**config.mk**
```make
export PLATFORM = sky130hd
export DESIGN_NAME = seq_detect_param
export DESIGN_NICKNAME = d
export VERILOG_FILES = /design/src/rtl/seq_detect_param_pkg.sv /design/src/rtl/seq_detect_param_sat_counter.sv /design/src/rtl/seq_detect_param.sv
export SDC_FILE = /design/constraint.sdc
export NUM_CORES = 1
export LEC_CHECK = 0
export ABC_AREA = 0
export CORE_MARGIN = 3
export CORE_UTILIZATION = 30
export CTS_CLUSTER_DIAMETER = 50
export DETAILED_ROUTE_END_ITERATION = 10
export GPL_ROUTABILITY_DRIVEN = 0
export PLACE_DENSITY = 0.62
export SKIP_CTS_REPAIR_TIMING = 1
export SLEW_MARGIN = 5
export SYNTH_ARGS = -nofsm -noshare
export SYNTH_HDL_FRONTEND = slang
export SYNTH_SLANG_ARGS = --single-unit
```
**constraint.sdc**
```tcl
create_clock -name clk -period 1.4 [get_ports clk]
set_input_delay 0.28 -clock clk [delete_from_list [all_inputs] [get_ports clk]]
set_output_delay 0.28 -clock clk [all_outputs]
set_load 0.01 [all_outputs]
```
**src/rtl/seq_detect_param_pkg.sv**
```systemverilog
// Shared types and elaboration-time helpers for the parametrised sequence detector.
package seq_det_pkg;

    localparam int unsigned MAX_PAT_LEN = 16;

    typedef enum logic {
        MODE_NON_OVERLAP = 1'b0,
        MODE_OVERLAP     = 1'b1
    } ovl_mode_e;

    function automatic int unsigned st_width(input int unsigned len);
        return $clog2(len + 1);
    endfunction

    // Longest prefix of the pattern that is a suffix of {prefix_k, b}.
    // Bit i of the pattern in arrival order is pattern[len-1-i].
    function automatic int unsigned kmp_next(input logic [MAX_PAT_LEN-1:0] pattern,
                                             input int unsigned len,
                                             input int unsigned k,
                                             input logic b);
        logic [MAX_PAT_LEN:0] s;
        int unsigned          best;
        logic                 ok;
        best = 0;
        s    = '0;
        for (int unsigned i = 0; i <= MAX_PAT_LEN; i++) begin
            if (i < k) begin
                s[i] = pattern[len - 1 - i];
            end else if (i == k) begin
                s[i] = b;
            end
        end
        for (int unsigned j = 1; j <= MAX_PAT_LEN; j++) begin
            if ((j <= k + 1) && (j <= len)) begin
                ok = 1'b1;
                for (int unsigned i = 0; i < MAX_PAT_LEN; i++) begin
                    if (i < j) begin
                        if (pattern[len - 1 - i] != s[k + 1 - j + i]) begin
                            ok = 1'b0;
                        end
                    end
                end
                if (ok) begin
                    best = j;
                end
            end
        end
        return best;
    endfunction

endpackage

```
**src/rtl/seq_detect_param_sat_counter.sv**
```systemverilog
// Saturating up-counter; a synchronous clear wins over a simultaneous increment.
module sat_counter #(
    parameter int unsigned W = 8
) (
    input  logic         clk_i,
    input  logic         rst_i,
    input  logic         inc_i,
    input  logic         clr_i,
    output logic [W-1:0] count_o
);

    logic [W-1:0] cnt_q;
    logic [W-1:0] cnt_d;

    always_comb begin
        cnt_d = cnt_q;
        if (clr_i) begin
            cnt_d = '0;
        end else if (inc_i && (cnt_q != '1)) begin
            cnt_d = cnt_q + 1'b1;
        end
    end

    always_ff @(posedge clk_i or posedge rst_i) begin
        if (rst_i) begin
            cnt_q <= '0;
        end else begin
            cnt_q <= cnt_d;
        end
    end

    assign count_o = cnt_q;

endmodule

```
**src/rtl/seq_detect_param.sv**
```systemverilog
// Parametrised Moore sequence detector with run-time overlap select and a saturating hit counter.
module seq_detect_param
    import seq_det_pkg::*;
#(
    parameter int unsigned         PAT_LEN = 5,
    parameter logic [PAT_LEN-1:0]  PATTERN = 5'b10110,
    parameter int unsigned         CNT_W   = 8,
    localparam int unsigned        ST_W    = $clog2(PAT_LEN + 1)
) (
    input  logic             clk,
    input  logic             reset,
    input  logic             data_valid,
    input  logic             data,
    input  logic             mode_overlap,
    input  logic             clear_count,
    output logic             detected,
    output logic [ST_W-1:0]  state_o,
    output logic [CNT_W-1:0] det_count
);

    localparam logic [ST_W-1:0] S_LAST = ST_W'(PAT_LEN);

    logic [ST_W-1:0] state_q;
    logic [ST_W-1:0] state_d;
    logic            hit;
    ovl_mode_e       mode;
    logic [ST_W-1:0] nxt_tbl [PAT_LEN+1][2];

    // Whole transition table is folded to constants at elaboration.
    for (genvar k = 0; k <= PAT_LEN; k++) begin : g_state
        for (genvar bb = 0; bb < 2; bb++) begin : g_bit
            localparam int unsigned NXT =
                kmp_next(MAX_PAT_LEN'(PATTERN), PAT_LEN, k, 1'(bb));
            assign nxt_tbl[k][bb] = ST_W'(NXT);
        end
    end

    assign mode = ovl_mode_e'(mode_overlap);

    always_comb begin
        state_d = state_q;
        hit     = 1'b0;
        if (data_valid) begin
            if (state_q > S_LAST) begin
                state_d = '0;
            end else if ((state_q == S_LAST) && (mode == MODE_NON_OVERLAP)) begin
                state_d = nxt_tbl[0][data];
            end else begin
                state_d = nxt_tbl[state_q][data];
            end
            hit = (state_d == S_LAST);
        end
    end

    always_ff @(posedge clk or posedge reset) begin
        if (reset) begin
            state_q <= '0;
        end else begin
            state_q <= state_d;
        end
    end

    assign detected = (state_q == S_LAST);
    assign state_o  = state_q;

    sat_counter #(
        .W(CNT_W)
    ) u_cnt (
        .clk_i  (clk),
        .rst_i  (reset),
        .inc_i  (hit),
        .clr_i  (clear_count),
        .count_o(det_count)
    );

endmodule

```
==> flow_summary.ini <==
[grt]
grt_pass1_wl_um = 2950
grt_pass1_vias = 662
grt_use_total_pct = 14.7
grt_overflow = 0
grt_max_degree = 12
antenna_found_initial = 0

[timing]
relSlewSlack_pct = 71.5
fmax_mhz = 616
worstMarginPinSlew_ns = 0.427
tns_ns = -0.808
hold_ws_ns = 0.303
period_share_pct = 116
worst_slack_ns = -0.224
final-setup-viol-count = 7
rsz0062_at_grt = true
slew_viol_final = 0
period_needed_ns = 1.62
final_hold_viol_count = 0
clock_skew_ns = 0.00939

[cts]
cts-root-buf = clkbuf_4
cts_tree = yes
clk_path_buf_depth = 2
cts_buffers = 3
htreeDepth = 1
clk_latency_ns = 0.27
path_clk_slew_ns = 0.07
clock-sinks = 11

[final_layout]
area_growth_pct = 70.3
drive_gt1_share_pct = 36.7
stdcell_area_um2 = 1120
nNetsFinal = 117
num_antenna_cells = 0

[critical_path]
r2r_cells = 4
timing.rr.start = state_o[0]$_DFFE_PP0P_
r2r_end = u_cnt.count_o[0]$_DFFE_PP0P_
crit_fanout = 4
rrSetupSlack_ns = -0.22
max_stage_delay_ns = 0.47
crit_arrival_ns = 1.77
crit_chain = clkdlybuf4s50_1, nor4b_4, and2_4, o21a_1, mux2_4
crit_required_ns = 1.55
critPathLaunchType = primary input
path_class = primary input to register
slowest_stage = clkdlybuf4s50_1
endpoint_kind = register

[synthesis]
synth_warnings = 0
synth_area_um2 = 658
yosys-top-cells-count = dfrtp_1, o21ai_0, nor2b_1, nor3_1
synthCells = 69
synth_edf_count = 0
ys_dominant_reg_cell = dfrtp_1
yosysTopAreaCellShare_pct = 41.8
synthesis.nets = 76
ys_seq_area_share_pct = 41.8
yosys.area.top_type = dfrtp_1
avgSynthCellArea_um2 = 9.54
synth_most_common_cell = dfrtp_1
ys_async_sr_fraction_pct = 100
synth_area_leaders = dfrtp_1, o21ai_0, and4_1, nor2b_1, nor3_1
synth_seq_cells = 11
yosysUniqueCellTypes = 26

[drt]
dr.pass1.iters = 4
antenna_left = 0
routed_wl_um = 1900
vias = 700
first_iter_violations = 10
vias_per_cell = 5.15
wl_per_cell_um = 14.0
drc = 0

[power]
combinationalPowerShare_pct = 32.6
p_int_uw = 624
ir_drop_mv = 0.441
p_sw_share_pct = 30.7
pwr-share-seq_pct = 44.0
switching_power_uw = 276
powerDensity_nw_per_um2 = 803
p_clk_share_pct = 23.4
p_leak_nw = 0.652

[job]
max-cap-violations = 0

[place]
portBuffers = 17
dpl_cell_area_um2 = 1020
dp_hpwl_um = 1420

[floorplanning]
dieArea_um2 = 2790
die_h_um = 52.8
start_util_pct = 32.5
dieWidth_um = 52.8
boundaryPins = 18
placementRows = 16
coreArea_um2 = 2020

[hold_path]
hold_path.class = primary input to async pin

[run_status]
violations = setup timing
status = finished, violations left
## worst max path at each step
| stage | from | to | slack [ns] | depth (start not counted) |
|---|---|---|---|---|
| 5_1_grt | state_o[0]$_DFFE_PP0P_ | u_cnt.count_o[0]$_DFFE_PP0P_ | -0.29 | 4 |
| 4_1_cts | state_o[1]$_DFFE_PP0P_ | detected | -0.42 | 3 |
| 3_5_place_dp | data | u_cnt.count_o[0]$_DFFE_PP0P_ | -0.52 | 5 |
| 3_3_place_gp | data | u_cnt.count_o[0]$_DFFE_PP0P_ | -0.47 | 5 |
| 6_report | data | u_cnt.count_o[0]$_DFFE_PP0P_ | -0.22 | 5 |
| 2_1_floorplan | state_o[1]$_DFFE_PP0P_ | u_cnt.count_o[0]$_DFFE_PP0P_ | -0.12 | 4 |
## per-stage QoR
stage | power (mW) | setup slack [ns] | utilization [%] | std cells
floorplan | 0.508 | -0.116 | - | 69
detailed placement | 0.696 | -0.521 | 50.5 | 131
global placement | 0.682 | -0.470 | 50.5 | 131
global route | 0.965 | -0.287 | 55.4 | 136
CTS | 0.912 | -0.416 | 51.8 | 135
finish | 0.900 | -0.224 | 55.4 | 136
## layout make-up
class / count / area, um^2
clock buffer: 4 / 26.3
fill: 183 / 901
inverter: 3 / 11.3
multi-input combinational: 54 / 415
sequential: 11 / 280
tap: 27 / 33.8
timing repair buffer: 37 / 354
## layout by cell type, fill, tap and decap left out, types with 2 or more instances in the layout
| cell type | n |
|---|---|
| a21oi_1 | 3 |
| and4_1 | 3 |
| buf_4 | 19 |
| clkbuf_4 | 3 |
| clkdlybuf4s50_1 | 5 |
| dfrtp_1 | 7 |
| dfrtp_2 | 4 |
| dlymetal6s2s_1 | 12 |
| inv_1 | 3 |
| mux2_4 | 2 |
| nand2_1 | 3 |
| nand2b_1 | 3 |
| nand3_1 | 4 |
| nor2_1 | 2 |
| nor2b_1 | 4 |
| nor3_1 | 3 |
| o21ai_0 | 8 |
## worst max-delay path, delay by kind of cell
| family | cells | cell delay, ns |
|---|---|---|
| AO/OA/AOI/OAI | 1 | 0.16 |
| buffers and inverters | 1 | 0.47 |
| multiplexers | 1 | 0.31 |
| AND/OR/NAND/NOR | 2 | 0.55 |
## power by group through the flow
stage | clock (mW) | sequential (mW) | combinational (mW)
floorplan | 0 | 0.432 | 0.0758
global placement | 0 | 0.394 | 0.288
detailed placement | 0 | 0.400 | 0.296
CTS | 0.221 | 0.395 | 0.297
global route | 0.238 | 0.402 | 0.325
finish | 0.210 | 0.396 | 0.294
## cell families after synthesis
logic type | synth area share (%)
AND/OR/NAND/NOR | 32.5
AO/OA/AOI/OAI | 16.5
flip-flops | 41.8
buffers and inverters | 2.28
multiplexers | 4.94
adder cells (fa/ha/maj) | 1.90
## sequential cells by signal (all words and copies together) (netlist names)
| register | count |
|---|---|
| state_o | 3 |
| u_cnt.count_o | 8 |
## layer usage
layer | up-vias | global-route usage (%) | wire length [um]
li1 | 333 | - | -
met1 | 341 | 16.4 | 755
met2 | 19 | 26.0 | 999
met3 | 7 | 4.27 | 103
met4 | 0 | 5.11 | 40
met5 | - | 0 | 0
No activity file was read; power rests on OpenSTA's default activity.
